[src/rtl/hmmm_ctrl_pkg.sv]
// Shared types and encodings for the HMMM multicycle control sequencer.
// Opcode, branch-type and write-source encodings live here so datapath and control agree.
package hmmm_ctrl_pkg;

    typedef enum logic [2:0] {
        S_FETCH  = 3'd0,
        S_DECODE = 3'd1,
        S_EXEC   = 3'd2,
        S_MEMACC = 3'd3,
        S_WB     = 3'd4,
        S_HALT   = 3'd5,
        S_FAULT  = 3'd6
    } state_t;

    typedef enum logic [1:0] {
        WSRC_ALU = 2'b00,
        WSRC_IMM = 2'b01,
        WSRC_MEM = 2'b10
    } wsrc_t;

    localparam logic [3:0] OP_HALT    = 4'b0000;
    localparam logic [3:0] OP_LOADN   = 4'b0001;
    localparam logic [3:0] OP_ADD     = 4'b0010;
    localparam logic [3:0] OP_SUB     = 4'b0011;
    localparam logic [3:0] OP_LOADR   = 4'b0100;
    localparam logic [3:0] OP_STORER  = 4'b0101;
    localparam logic [3:0] OP_NOP     = 4'b0110;
    localparam logic [3:0] OP_ILLEGAL = 4'b0111;
    localparam logic [3:0] OP_JCOND   = 4'b1000;
    localparam logic [3:0] OP_JUMP    = 4'b1100;

    localparam logic [1:0] BR_JEQZN = 2'b00;
    localparam logic [1:0] BR_JNEZN = 2'b01;
    localparam logic [1:0] BR_JGTZN = 2'b10;
    localparam logic [1:0] BR_JLTZN = 2'b11;

    // opcode[2] set means unconditional jump; otherwise tt selects the flag test
    function automatic logic branch_taken(input logic [3:0] op,
                                          input logic       zero,
                                          input logic       neg);
        logic cond;
        case (op[1:0])
            BR_JEQZN: cond = zero;
            BR_JNEZN: cond = ~zero;
            BR_JGTZN: cond = ~neg & ~zero;
            BR_JLTZN: cond = neg;
            default:  cond = 1'b0;
        endcase
        return op[2] | cond;
    endfunction

endpackage

[src/rtl/hmmm_multicycle_ctrl_if.sv]
// Control bus between the multicycle sequencer (master) and the datapath/memory side (slave).
interface hmmm_multicycle_ctrl_if;
    logic [3:0] opcode;
    logic       reg_zero;
    logic       reg_neg;
    logic       mem_ack;
    logic       step;
    logic       pc_en;
    logic       pc_src;
    logic       ir_load;
    logic       reg_write;
    logic [1:0] reg_wsrc;
    logic       alu_sub;
    logic       mem_req;
    logic       mem_we;
    logic       halted;
    logic       fault;

    modport master (
        input  opcode, reg_zero, reg_neg, mem_ack, step,
        output pc_en, pc_src, ir_load, reg_write, reg_wsrc, alu_sub,
               mem_req, mem_we, halted, fault
    );

    modport slave (
        output opcode, reg_zero, reg_neg, mem_ack, step,
        input  pc_en, pc_src, ir_load, reg_write, reg_wsrc, alu_sub,
               mem_req, mem_we, halted, fault
    );
endinterface

[src/rtl/hmmm_multicycle_ctrl_mem_timeout_ctr.sv]
// Memory handshake watchdog: counts unacknowledged request cycles and flags
// the cycle on which the count reaches TIMEOUT_CYCLES.
module mem_timeout_ctr #(
    parameter int unsigned TIMEOUT_CYCLES = 15
) (
    input  logic clk,
    input  logic reset,
    input  logic i_count_en,
    input  logic i_clear,
    output logic o_expired
);
    localparam logic [7:0] LAST_COUNT = 8'(TIMEOUT_CYCLES - 1);

    logic [7:0] r_count;

    // wait-cycle counter; clear has priority so an ack always restarts the window
    always_ff @(posedge clk or posedge reset) begin
        if (reset) begin
            r_count <= 8'd0;
        end else if (i_clear) begin
            r_count <= 8'd0;
        end else if (i_count_en) begin
            r_count <= r_count + 8'd1;
        end else begin
            r_count <= r_count;
        end
    end

    // the current unacked cycle is the TIMEOUT_CYCLES-th one
    assign o_expired = i_count_en & (r_count == LAST_COUNT);
endmodule

[src/rtl/hmmm_multicycle_ctrl.sv]
// Multicycle control sequencer for the 4-bit HMMM core (FETCH/DECODE/EXEC/MEMACC/WB).
// Optional single-step gating of instruction fetch: define HMMM_SINGLE_STEP_EN.
module hmmm_multicycle_ctrl
    import hmmm_ctrl_pkg::*;
#(
    parameter int unsigned TIMEOUT_CYCLES = 15
) (
    input  logic                   clk,
    input  logic                   reset,
    hmmm_multicycle_ctrl_if.master bus
);
    state_t r_state;
    logic   w_mem_req;
    logic   w_handshake;
    logic   w_count_en;
    logic   w_expired;
    logic   w_taken;

    logic   w_pc_en, w_pc_src, w_ir_load, w_reg_write, w_alu_sub;
    logic   w_req_out, w_mem_we, w_halted, w_fault;
    wsrc_t  w_wsrc;

`ifdef HMMM_SINGLE_STEP_EN
    logic r_step_pending;

    // one fetch per step pulse; a pulse while one is already pending is dropped
    always_ff @(posedge clk or posedge reset) begin
        if (reset) begin
            r_step_pending <= 1'b0;
        end else if ((r_state == S_FETCH) && w_handshake) begin
            r_step_pending <= 1'b0;
        end else if (bus.step) begin
            r_step_pending <= 1'b1;
        end else begin
            r_step_pending <= r_step_pending;
        end
    end

    assign w_mem_req = (r_state == S_MEMACC) | ((r_state == S_FETCH) & r_step_pending);
`else
    logic w_unused;
    assign w_unused  = bus.step;
    assign w_mem_req = (r_state == S_MEMACC) | (r_state == S_FETCH);
`endif

    assign w_handshake = w_mem_req & bus.mem_ack;
    assign w_count_en  = w_mem_req & ~bus.mem_ack;
    assign w_taken     = branch_taken(bus.opcode, bus.reg_zero, bus.reg_neg);

    mem_timeout_ctr #(
        .TIMEOUT_CYCLES (TIMEOUT_CYCLES)
    ) u_timeout (
        .clk        (clk),
        .reset      (reset),
        .i_count_en (w_count_en),
        .i_clear    (~w_count_en),
        .o_expired  (w_expired)
    );

    // instruction sequencing; an ack in the expiry cycle wins over the fault
    always_ff @(posedge clk or posedge reset) begin
        if (reset) begin
            r_state <= S_FETCH;
        end else begin
            case (r_state)
                S_FETCH: begin
                    if (w_handshake)    r_state <= S_DECODE;
                    else if (w_expired) r_state <= S_FAULT;
                    else                r_state <= S_FETCH;
                end
                S_DECODE: begin
                    case (bus.opcode)
                        OP_HALT:             r_state <= S_HALT;
                        OP_NOP:              r_state <= S_FETCH;
                        OP_LOADN:            r_state <= S_WB;
                        OP_ADD, OP_SUB:      r_state <= S_EXEC;
                        OP_LOADR, OP_STORER: r_state <= S_MEMACC;
                        OP_ILLEGAL:          r_state <= S_FAULT;
                        default:             r_state <= S_EXEC;
                    endcase
                end
                S_EXEC: begin
                    if (bus.opcode[3]) r_state <= S_FETCH;
                    else               r_state <= S_WB;
                end
                S_MEMACC: begin
                    if (w_handshake)    r_state <= (bus.opcode == OP_STORER) ? S_FETCH : S_WB;
                    else if (w_expired) r_state <= S_FAULT;
                    else                r_state <= S_MEMACC;
                end
                S_WB:    r_state <= S_FETCH;
                S_HALT:  r_state <= S_HALT;
                S_FAULT: r_state <= S_FAULT;
                default: r_state <= S_FAULT;
            endcase
        end
    end

    // strobes decoded from state; forced low while reset is high so a request drops at once
    always_comb begin
        w_pc_en     = 1'b0;
        w_pc_src    = 1'b0;
        w_ir_load   = 1'b0;
        w_reg_write = 1'b0;
        w_wsrc      = WSRC_ALU;
        w_alu_sub   = 1'b0;
        w_req_out   = 1'b0;
        w_mem_we    = 1'b0;
        w_halted    = 1'b0;
        w_fault     = 1'b0;
        if (reset) begin
            w_req_out = 1'b0;
        end else begin
            case (r_state)
                S_FETCH: begin
                    w_req_out = w_mem_req;
                    w_ir_load = w_handshake;
                    w_pc_en   = w_handshake;
                end
                S_EXEC: begin
                    if (bus.opcode[3]) begin
                        w_pc_en  = w_taken;
                        w_pc_src = w_taken;
                    end else begin
                        w_alu_sub = (bus.opcode == OP_SUB);
                    end
                end
                S_MEMACC: begin
                    w_req_out = 1'b1;
                    w_mem_we  = (bus.opcode == OP_STORER);
                end
                S_WB: begin
                    w_reg_write = 1'b1;
                    w_alu_sub   = (bus.opcode == OP_SUB);
                    case (bus.opcode)
                        OP_LOADN: w_wsrc = WSRC_IMM;
                        OP_LOADR: w_wsrc = WSRC_MEM;
                        default:  w_wsrc = WSRC_ALU;
                    endcase
                end
                S_HALT:  w_halted = 1'b1;
                S_FAULT: w_fault  = 1'b1;
                default: w_fault  = 1'b0;
            endcase
        end
    end

    assign bus.pc_en     = w_pc_en;
    assign bus.pc_src    = w_pc_src;
    assign bus.ir_load   = w_ir_load;
    assign bus.reg_write = w_reg_write;
    assign bus.reg_wsrc  = w_wsrc;
    assign bus.alu_sub   = w_alu_sub;
    assign bus.mem_req   = w_req_out;
    assign bus.mem_we    = w_mem_we;
    assign bus.halted    = w_halted;
    assign bus.fault     = w_fault;
endmodule

[src/flat_wrapper.sv]
// flat-port wrapper written by rule: the top's interface ports become plain ports
module hmmm_multicycle_ctrl_flat import hmmm_ctrl_pkg::*;
#(
    parameter int unsigned TIMEOUT_CYCLES = 15
)
  (clk, reset, bus_opcode, bus_reg_zero, bus_reg_neg, bus_mem_ack, bus_step, bus_pc_en, bus_pc_src, bus_ir_load, bus_reg_write, bus_reg_wsrc, bus_alu_sub, bus_mem_req, bus_mem_we, bus_halted, bus_fault);
  hmmm_multicycle_ctrl_if bus_i ();
  input  logic clk;
  input  logic reset;
  input wire logic [$bits(bus_i.opcode)-1:0] bus_opcode;
  input wire logic [$bits(bus_i.reg_zero)-1:0] bus_reg_zero;
  input wire logic [$bits(bus_i.reg_neg)-1:0] bus_reg_neg;
  input wire logic [$bits(bus_i.mem_ack)-1:0] bus_mem_ack;
  input wire logic [$bits(bus_i.step)-1:0] bus_step;
  output wire logic [$bits(bus_i.pc_en)-1:0] bus_pc_en;
  output wire logic [$bits(bus_i.pc_src)-1:0] bus_pc_src;
  output wire logic [$bits(bus_i.ir_load)-1:0] bus_ir_load;
  output wire logic [$bits(bus_i.reg_write)-1:0] bus_reg_write;
  output wire logic [$bits(bus_i.reg_wsrc)-1:0] bus_reg_wsrc;
  output wire logic [$bits(bus_i.alu_sub)-1:0] bus_alu_sub;
  output wire logic [$bits(bus_i.mem_req)-1:0] bus_mem_req;
  output wire logic [$bits(bus_i.mem_we)-1:0] bus_mem_we;
  output wire logic [$bits(bus_i.halted)-1:0] bus_halted;
  output wire logic [$bits(bus_i.fault)-1:0] bus_fault;
  assign bus_i.opcode = bus_opcode;
  assign bus_i.reg_zero = bus_reg_zero;
  assign bus_i.reg_neg = bus_reg_neg;
  assign bus_i.mem_ack = bus_mem_ack;
  assign bus_i.step = bus_step;
  assign bus_pc_en = bus_i.pc_en;
  assign bus_pc_src = bus_i.pc_src;
  assign bus_ir_load = bus_i.ir_load;
  assign bus_reg_write = bus_i.reg_write;
  assign bus_reg_wsrc = bus_i.reg_wsrc;
  assign bus_alu_sub = bus_i.alu_sub;
  assign bus_mem_req = bus_i.mem_req;
  assign bus_mem_we = bus_i.mem_we;
  assign bus_halted = bus_i.halted;
  assign bus_fault = bus_i.fault;
  hmmm_multicycle_ctrl #(.TIMEOUT_CYCLES(TIMEOUT_CYCLES)) u_core (.clk(clk), .reset(reset), .bus(bus_i));
endmodule
[config.mk]
export PLATFORM = sky130hd
export DESIGN_NAME = hmmm_multicycle_ctrl_flat
export DESIGN_NICKNAME = d
export VERILOG_FILES = /design/src/rtl/hmmm_ctrl_pkg.sv /design/src/rtl/hmmm_multicycle_ctrl_if.sv /design/src/rtl/hmmm_multicycle_ctrl_mem_timeout_ctr.sv /design/src/rtl/hmmm_multicycle_ctrl.sv /design/src/flat_wrapper.sv
export SDC_FILE = /design/constraint.sdc
export NUM_CORES = 1
export LEC_CHECK = 0
export ABC_AREA = 1
export CORE_MARGIN = 2
export CORE_UTILIZATION = 36
export CTS_BUF_LIST = sky130_fd_sc_hd__clkbuf_2
export DETAILED_ROUTE_END_ITERATION = 7
export HOLD_SLACK_MARGIN = 0.15
export RECOVER_POWER = 100
export SYNTH_ARGS = -nofsm -noshare
export SYNTH_HDL_FRONTEND = slang
export SYNTH_HIERARCHICAL = 1
export SYNTH_SLANG_ARGS = --single-unit
export TNS_END_PERCENT = 30
[constraint.sdc]
create_clock -name clk -period 3.8 [get_ports clk]
set_input_delay 0.38 -clock clk [delete_from_list [all_inputs] [get_ports clk]]
set_output_delay 0.38 -clock clk [all_outputs]
set_load 0.03 [all_outputs]
==> reports/qor.yml, run 1 <==
outcome:
  status: "finished clean"
min_path:
  holdPathStages: 1
  hold_path.class: "reg -> reg"
critical_path:
  start_kind: "primary input"
  cpPeakStageDelay_ns: 0.75
  critical_path_class: "in -> out"
  cp.required_ns: 3.42
  end_kind: "primary output"
  cp.arrival_ns: 2.51
  crit_chain: "dlygate4sd3_1 -> inv_1 -> nand2_1 -> nor3_2 -> nand2_1 -> nor3_2 -> dlygate4sd3_1"
  path_max_fanout: 6
  critical_path.slowest_cell: "dlygate4sd3_1"
  reg2reg_depth: 13
die:
  dieArea_um2: 3023
  fp.dieW_um: 54.99
  ios: 21
  start_util_pct: 37.78
  die_y_um: 54.99
  core_area_um2: 2477
  fp-row-count: 18
layout:
  final_common_cell: "nand2_1"
  nets: 181
  layout_common_cells: "37 x nand2_1, 24 x inv_1, 15 x nor2_1, 12 x dlygate4sd3_1, 12 x nand3_1"
  area_delta_synth_final_pct: 24.87
  drive_gt1_share_pct: 13.69
  antenna_cells: 0
  n_fill_cell: 267
placement:
  hpwlAfterDp_mm: 1.737
  gp_congestion: 0.8235
  place_ws_ns: 1.132
  io_buffers: 19
clock_tree:
  numCtsBuffers: 3
  htreeDepth: 1
  cts_resized: 0
  clk_pin_slew_worst_paths_ns: 0.12
  cts_root_buffer: "clkbuf_2"
  postCtsHoldBufs: 0
  post_cts_buffers: 0
  clk_latency_ns: 0.25
  cts_buffer_depth: 2
  cts_tree: "done"
  clock-sinks: 11
timing:
  hold_violations: 0
  setup_ws_ns: 0.9091
  max_freq_ghz: 0.3459
  final.setup.tns_ns: 0
  slew_viol_final: 0
  setup_viol: 0
  fin_crit_sh_pct: 76.08
  slew_headroom_pct: 63.85
  period_needed_ns: 2.891
  clock_skew_ns: 0.009778
  rsz0062_at_grt: "no"
  worst_slew_pin_slew_ns: 0.5402
yosys:
  ys_types: 19
  synthCells: 145
  yosys_register_bits: 11
  synth_area_um2: 935.9
  avgSynthCellArea_um2: 6.454
  syn_nets: 157
  ys_seq_area_share_pct: 29.41
  yosys_warnings: 6
routing:
  routed_wl_mm: 2.116
  first_iter_violations: 23
  ant_nets: 0
  wl_per_cell_um: 10.69
  num_vias: 987
  drt-pass1-iter-count: 4
  drc: 0
  viasPerCell: 4.985
pwr:
  p_leak_nw: 0.5871
  powerDensity_nw_per_um2: 385.5
  ir_worst_vdd_mv: 0.2025
  report.power.total_uw: 450.5
global_routing:
  grt_busiest_layer: "met2"
  use_met3_pct: 1.613
  grt_pass1_vias: 839
  grt_first_pass_wirelength_mm: 3.588
  overflow: 0
  grt.met2_usage_pct: 27.58
  grtUsageTotal_pct: 16.11
  grt_max_degree: 9
  antenna_found_initial: 0
  use_met1_pct: 21.32
run:
  cap_viol_max_count: 0
-- per-layer routing --
metal | part of all wire [%] | routed length, µm | vias to the layer above
li1 | - | - | 503
met1 | 47 | 989 | 460
met2 | 50 | 1055 | 22
met3 | 3.0 | 64 | 2
met4 | 0.33 | 7 | 0
met5 | 0 | 0 | -
-- flip-flops by register name, summed over array words and instances (netlist names) --
signal	cells
u_core/r_state	3
u_core/u_timeout/r_count	8
-- per-stage QoR --
| step | instance area, µm² | cells | utilization (%) | hold slack [ns] |
|---|---|---|---|---|
| after global placement | 1164 | 194 | 46.97 | 0.5118 |
| after CTS | 1184 | 198 | 47.78 | 0.4598 |
| after global routing | 1169 | 198 | 47.17 | 0.5953 |
| after floorplan | 935.9 | 145 | - | 0.1310 |
| final | 1169 | 198 | 47.17 | 0.5516 |
| after detailed placement | 1164 | 194 | 46.97 | 0.5206 |
-- area by class of cell --
class / count / area, µm² / area share, %
Clock buffer: 4 / 20.02 / 1.713
Timing Repair Buffer: 19 / 190.2 / 16.27
Multi-Input combinational cell: 105 / 536.8 / 45.93
Sequential cell: 11 / 275.3 / 23.55
Inverter: 29 / 108.9 / 9.315
Tap cell: 30 / 37.54 / 3.212
-- power by group --
part           internal (mW)  switching (mW)
clock                 0.0279          0.0397
combinational         0.0704           0.154
sequential             0.132          0.0257
-- cells in the mapped netlist --
cell	count	area share (%)
a21oi_1	9	4.8
clkinv_1	1	0.40
dfrtp_1	11	29
ha_1	2	2.7
inv_1	22	8.8
inv_2	6	2.4
nand2_1	37	15
nand2_2	2	1.3
nand3_1	11	5.9
nand3_2	2	2.1
nand4_1	3	2.0
nor2_1	13	5.2
nor2_2	5	3.3
nor2_4	4	4.8
nor3_1	3	1.6
nor3_2	5	5.3
nor4_1	1	0.67
o21ai_0	5	2.7
o21ai_1	3	1.6
-- worst max-delay path, delay by kind of cell --
family	cells	cell delay, ns
buffers and inverters	3	1.61
AND/OR/NAND/NOR	4	0.52
-- path summary, 6_finish.rpt --
| check | from | endpoint | slack (ns) |
|---|---|---|---|
| setup / recovery | reset | bus_reg_wsrc[1] | 0.91 |
| hold / removal | u_core/u_timeout/r_count[0] | u_core/u_timeout/r_count[0] | 0.55 |
| setup reg to reg | u_core/r_state[0] | u_core/r_state[2] | 1.69 |
| hold reg to reg | u_core/u_timeout/r_count[0] | u_core/u_timeout/r_count[0] | 0.55 |
| max in group asynchronous | reset | u_core/u_timeout/r_count[3] | 2.88 |
| min in group asynchronous | reset | u_core/r_state[2] | 0.60 |
-- cell families after synthesis --
family                   after synthesis  synth area share (%)
buffers and inverters                 29                 11.63
AO/OA/AOI/OAI                         17                 9.090
flip-flops                            11                 29.41
AND/OR/NAND/NOR                       86                 47.19
adder cells (fa/ha/maj)                2                 2.673
Note: power is estimated with default switching activity, not from simulation.
==> run 2, diff against run 1 <==
Clock period 3.8 ns to 2.6 ns, I/O delays scaled along.
==> run 2 against run 1 <==
  * Register-to-register slack worse by 1.1 ns
  * Die area unchanged
  * Sequential power up 49%
  * Cell count up 0.51%
  * Flip-flop and latch count unchanged
  * Design area up 0.32%
  * Critical path depth down 1
  * Largest cell class unchanged
  * Clock power up 45%
==> reports/qor.yml, run 2 (same netlist as run 1, synthesis figures left out) <==
routing:
  ant_nets: 0  # unchanged
  routed_wl_mm: 2.119  # +0.14%
  first_iter_violations: 26  # +13%
  num_vias: 946  # -4.2%
  viasPerCell: 4.754  # -4.6%
  drc: 0  # unchanged
  drt-pass1-iter-count: 4  # unchanged
  routed-wl-met2_um: 978  # -7.3%
  top_layer_used: "met4"
  wl_per_cell_um: 10.65  # -0.36%
  dr_wl_met3_um: 109  # +70%
  drt-met1-wl_mm: 1.015  # +2.6%
layout:
  final_common_cell: "nand2_1"
  layout_common_cells: "37 x nand2_1, 24 x inv_1, 15 x nor2_1, 11 x nand3_1, 11 x dfrtp_1"
  reg.largest.list: "u_core/u_timeout/r_count x8, u_core/r_state x3"
  seqCellArea_um2: 275.3  # unchanged
  nets: 182  # +0.55%
  multi_input_area_um2: 536.8  # unchanged
  drive_gt1_share_pct: 14.20  # +0.51 points
  antenna_cells: 0  # unchanged
  n_fill_cell: 273  # +2.2%
  regMostFlops: "u_core/u_timeout/r_count"
  area_delta_synth_final_pct: 25.27
  largest_register_ffs: 8  # unchanged
clock_tree:
  clock-sinks: 11  # unchanged
  cts_buffer_depth: 2  # unchanged
  htreeDepth: 1  # unchanged
  clk_pin_slew_worst_paths_ns: 0.13  # about the same
  postCtsHoldBufs: 0  # unchanged
  clk_latency_ns: 0.27  # +0.02 ns
  post_cts_buffers: 0  # unchanged
  cts_root_buffer: "clkbuf_2"
  cts_resized: 0  # unchanged
  numCtsBuffers: 3  # unchanged
  cts_tree: "done"
pwr:
  powerDensity_nw_per_um2: 561.6  # +46%
  ir_worst_vdd_mv: 0.4473  # +120%
  p_leak_nw: 0.5812  # -1.0%
critical_path:
  path_max_fanout: 7  # +1
  critical_path_class: "reg -> out"
  cp.arrival_ns: 2.11  # -0.40 ns
  rr_startpoint: "u_core/r_state[0]"
  crit_end: "bus_alu_sub"
  cp.required_ns: 2.34  # -1.08 ns
  start_kind: "register"
  cp-startpoint: "u_core/r_state[0]"
  end_kind: "primary output"
  rrSetupSlack_ns: 0.61  # -1.08 ns
  r2r-end: "u_core/r_state[2]"
  reg2reg_depth: 13  # unchanged
placement:
  io_buffers: 19  # unchanged
  place_ws_ns: 0.3238  # -0.8077 ns
  gp_congestion: 0.8143  # -1.1%
  hpwlAfterDp_mm: 1.717  # -1.1%
run:
  cap_viol_max_count: 0  # unchanged
timing:
  fin_crit_sh_pct: 91.20
  hold_violations: 0  # unchanged
  slew_viol_final: 0  # unchanged
  final.setup.tns_ns: 0  # unchanged
  slew_headroom_pct: 71.90  # +8.0 points
  max_freq_ghz: 0.4217
  worst_slew_pin_slew_ns: 0.4199  # -0.1203 ns
  setup_ws_ns: 0.2289  # -0.6802 ns
  setup_viol: 0  # unchanged
  clock_skew_ns: 0.01480  # +0.005021 ns
  period_needed_ns: 2.371
  rsz0062_at_grt: "no"
die:
  fp.dieW_um: 54.99  # unchanged
  ios: 21  # unchanged
  die_y_um: 54.99  # unchanged
  dieArea_um2: 3023  # unchanged
  fp-row-count: 18  # unchanged
  core_area_um2: 2477  # unchanged
  start_util_pct: 37.78  # unchanged
global_routing:
  grt_max_degree: 9  # unchanged
  grt_pass1_vias: 811  # -3.3%
  grtUsageTotal_pct: 16.10  # about the same
  grt_first_pass_wirelength_mm: 3.553  # -0.98%
  antenna_found_initial: 0  # unchanged
  overflow: 0  # unchanged
min_path:
  hold_path.class: "in -> async"
outcome:
  status: "finished clean"
## run 2: changes by cell type in the layout (fill, tap and decap cells not counted)
cell	before	now
clkdlybuf4s50_1	7	10
dlygate4sd3_1	12	9
clkbuf_1	0	1
clkbuf_2	4	3
clkinv_2	0	1
nand3_1	12	11
nand3_2	1	2
nor2_2	4	5
nor2_4	3	2
## run 2: final cells by class
cell class	instances	area share (%)
timing repair buffer	20	16.54
tap	30	3.202
multi-input combinational	105	45.78
clock inverter	1	0.4269
sequential	11	23.48
inverter	29	9.285
clock buffer	3	1.281
## run 2: worst max-delay path, cell delays in order (launching register included)
cell and delay (ns):
dfrtp_1 0.51, nor2_2 0.25, nor2_2 0.06, inv_1 0.07
o21ai_0 0.11, nor3_2 0.11, dlygate4sd3_1 0.75
## run 2: stage by stage
step	instances	area [µm²]	total power, mW	hold WS [ns]	utilization (%)
6_report	199	1172	0.6584	0.2169	47.32
5_1_grt	199	1172	0.7181	0.2163	47.32
4_1_cts	199	1191	0.6898	0.1867	48.08
3_5_place_dp	195	1171	0.5887	0.4997	47.27
3_3_place_gp	195	1171	0.5797	0.4951	47.27
2_1_floorplan	145	935.9	0.4799	0.01096	-
## run 2: power by group
group	total [mW]	switching [mW]	internal (mW)
registers	0.235	0.0412	0.193
logic	0.326	0.221	0.105
clock network	0.0979	0.0631	0.0348
## run 2: how the worst min path moves through the flow
stage | cells after the start | start | slack (ns) | end
finish | 2 | reset | 0.22 | u_core/r_state[2]
detailed placement | 2 | reset | 0.50 | u_core/r_state[1]
global route | 2 | reset | 0.22 | u_core/r_state[2]
floorplan | 1 | reset | 0.01 | u_core/r_state[0]
global placement | 2 | reset | 0.50 | u_core/r_state[0]
CTS | 2 | reset | 0.19 | u_core/r_state[2]
## run 2: routing by layer
metal	GRT usage [%]	vias to the layer above
li1	-	510
met1	21.78	414
met2	25.40	20
met3	5.376	2
met4	2.439	0
met5	0	-
==> run 3, diff against run 2 <==
Settings changed: CORE_MARGIN 2 to 10.
==> run 3 against run 2 <==
  * Clock-buffer cell count up 1
  * Cell count is the same
  * Global-route usage down 6.5 points
  * Critical path type is now in -> out
  * Critical endpoint is now bus_reg_wsrc[1]
  * Largest power group unchanged
==> reports/qor.yml, run 3 (same netlist as run 1, synthesis figures left out) <==
outcome:
  status: "finished clean"
layout:
  final_common_cell: "nand2_1"
  final_core_util_pct: 47.02  # -0.30 points
  reg.largest.list: "u_core/u_timeout/r_count x8, u_core/r_state x3"
  finalNonFillerCells: 199  # unchanged
  drive_gt1_share_pct: 13.61  # -0.59 points
  final_area_um2: 1165  # -0.64%
  area_delta_synth_final_pct: 24.47
  layout_common_cells: "37 x nand2_1, 24 x inv_1, 16 x nor2_1, 11 x nand3_1, 11 x dfrtp_1"
  n_fill_cell: 256  # -6.2%
  largest_register_ffs: 8  # unchanged
  nets: 182  # unchanged
  regMostFlops: "u_core/u_timeout/r_count"
  antenna_cells: 0  # unchanged
critical_path:
  r2r-end: "u_core/r_state[2]"
  cp_num_buf_inv: 3  # +1
  cpLargestDelayFamily: "buffers and inverters"
  cpPeakStageDelay_ns: 0.76  # about the same
  crit_chain: "clkdlybuf4s50_1 -> inv_1 -> nand2_1 -> nor3_2 -> nand2_1 -> nor3_2 -> dlygate4sd3_1"
  path_max_fanout: 6  # -1
  start_kind: "primary input"
  worst-path-stages: 7  # +1
  cp.required_ns: 2.34  # about the same
  critical_path_class: "in -> out"
  rrSetupSlack_ns: 0.59  # -0.02 ns
  cp.arrival_ns: 2.12  # about the same
  critical_path.slowest_cell: "dlygate4sd3_1"
  reg2reg_depth: 13  # unchanged
  end_kind: "primary output"
  rr_startpoint: "u_core/r_state[0]"
pwr:
  powerDensity_nw_per_um2: 565.7  # +0.74%
  ir_worst_vdd_mv: 0.3511  # -21%
  p_leak_nw: 0.5860  # +0.83%
timing:
  period_needed_ns: 2.376  # +0.004929 ns
  fin_crit_sh_pct: 91.39  # +0.19 points
  rsz0062_at_grt: "no"
  max_freq_ghz: 0.4209  # -0.21%
  slew_viol_final: 0  # unchanged
  worst_slew_pin_slew_ns: 0.3452  # -0.07471 ns
  hold_violations: 0  # unchanged
  slew_headroom_pct: 76.96  # +5.1 points
  final.setup.tns_ns: 0  # unchanged
  setup_viol: 0  # unchanged
  whs_ns: 0.2310  # +0.01413 ns
  clock_skew_ns: 0.008160  # -0.006639 ns
die:
  die_y_um: 70.99  # +29%
  core_area_um2: 2477  # unchanged
  fp.dieW_um: 70.99  # +29%
  start_util_pct: 37.78  # unchanged
  dieArea_um2: 5039  # +67%
  fp-row-count: 18  # unchanged
  ios: 21  # unchanged
placement:
  hpwlAfterDp_mm: 1.893  # +10%
  dpl.cell_count: 195  # unchanged
  post_dp_cell_area_um2: 1171  # unchanged
  gp_congestion: 0.7779  # -4.5%
  io_buffers: 19  # unchanged
global_routing:
  antenna_found_initial: 0  # unchanged
  grt_max_degree: 9  # unchanged
  grtUsageTotal_pct: 9.638  # -6.5 points
  grt_pass1_vias: 963  # +19%
  grt_first_pass_wirelength_mm: 4.181  # +18%
  overflow: 0  # unchanged
routing:
  drt-pass1-iter-count: 4  # unchanged
  viasPerCell: 4.849  # +2.0%
  num_vias: 965  # +2.0%
  drc: 0  # unchanged
  wl_per_cell_um: 11.45  # +7.5%
  first_iter_violations: 96  # +270%
  routed_wl_mm: 2.278  # +7.5%
  ant_nets: 0  # unchanged
clock_tree:
  clock-sinks: 11  # unchanged
  clk_pin_slew_worst_paths_ns: 0.10  # -0.03 ns
  post_cts_buffers: 0  # unchanged
  cts_resized: 0  # unchanged
  cts_root_buffer: "clkbuf_2"
  clk_latency_ns: 0.26  # about the same
  cts_tree: "done"
  htreeDepth: 1  # unchanged
  cts_buffer_depth: 2  # unchanged
  postCtsHoldBufs: 0  # unchanged
  numCtsBuffers: 3  # unchanged
run:
  cap_viol_max_count: 0  # unchanged
min_path:
  hold_path.class: "in -> async"
[run 3: cell types whose count changed in the layout (fill, tap and decap cells not counted)]
cell             previous run  this run
clkbuf_2                    3         4
clkdlybuf4s50_1            10         9
clkinv_2                    1         0
dlygate4sd3_1               9        10
nor2_1                     15        16
nor2_4                      2         1
[run 3: layout make-up]
cell class	count	area [µm²]	share of cell area, %
Inverter	29	108.9	9.345
Tap cell	30	37.54	3.222
Timing Repair Buffer	20	193.9	16.65
Multi-Input combinational cell	105	529.3	45.43
Clock buffer	4	20.02	1.719
Sequential cell	11	275.3	23.63
[run 3: through the flow]
stage | power, mW | worst slack, ns
2_1_floorplan | 0.4799 | 0.7952
3_3_place_gp | 0.5832 | 0.3287
3_5_place_dp | 0.5909 | 0.3152
4_1_cts | 0.6919 | 0.2782
5_1_grt | 0.7225 | 0.06290
6_report | 0.6590 | 0.2239
[run 3: report_power, final]
group / internal (mW) / switching (mW)
sequential: 0.193 / 0.0400
combinational: 0.107 / 0.221
clock: 0.0408 / 0.0573
total: 0.341 / 0.318
[run 3: how the worst max path moves through the flow]
| stage | from | end | slack (ns) |
|---|---|---|---|
| global placement | reset | bus_reg_wsrc[0] | 0.33 |
| global route | reset | bus_reg_wsrc[1] | 0.06 |
| detailed placement | bus_opcode[1] | bus_pc_en | 0.32 |
| CTS | u_core/r_state[0] | bus_alu_sub | 0.28 |
| floorplan | u_core/r_state[0] | bus_reg_wsrc[0] | 0.80 |
| finish | reset | bus_reg_wsrc[1] | 0.22 |
[run 3: layer usage]
| metal | track usage, % | wire (µm) |
|---|---|---|
| met1 | 10.50 | 1000 |
| met2 | 17.61 | 1147 |
| met3 | 3.626 | 123 |
| met4 | 1.290 | 7 |
| met5 | 0 | 0 |
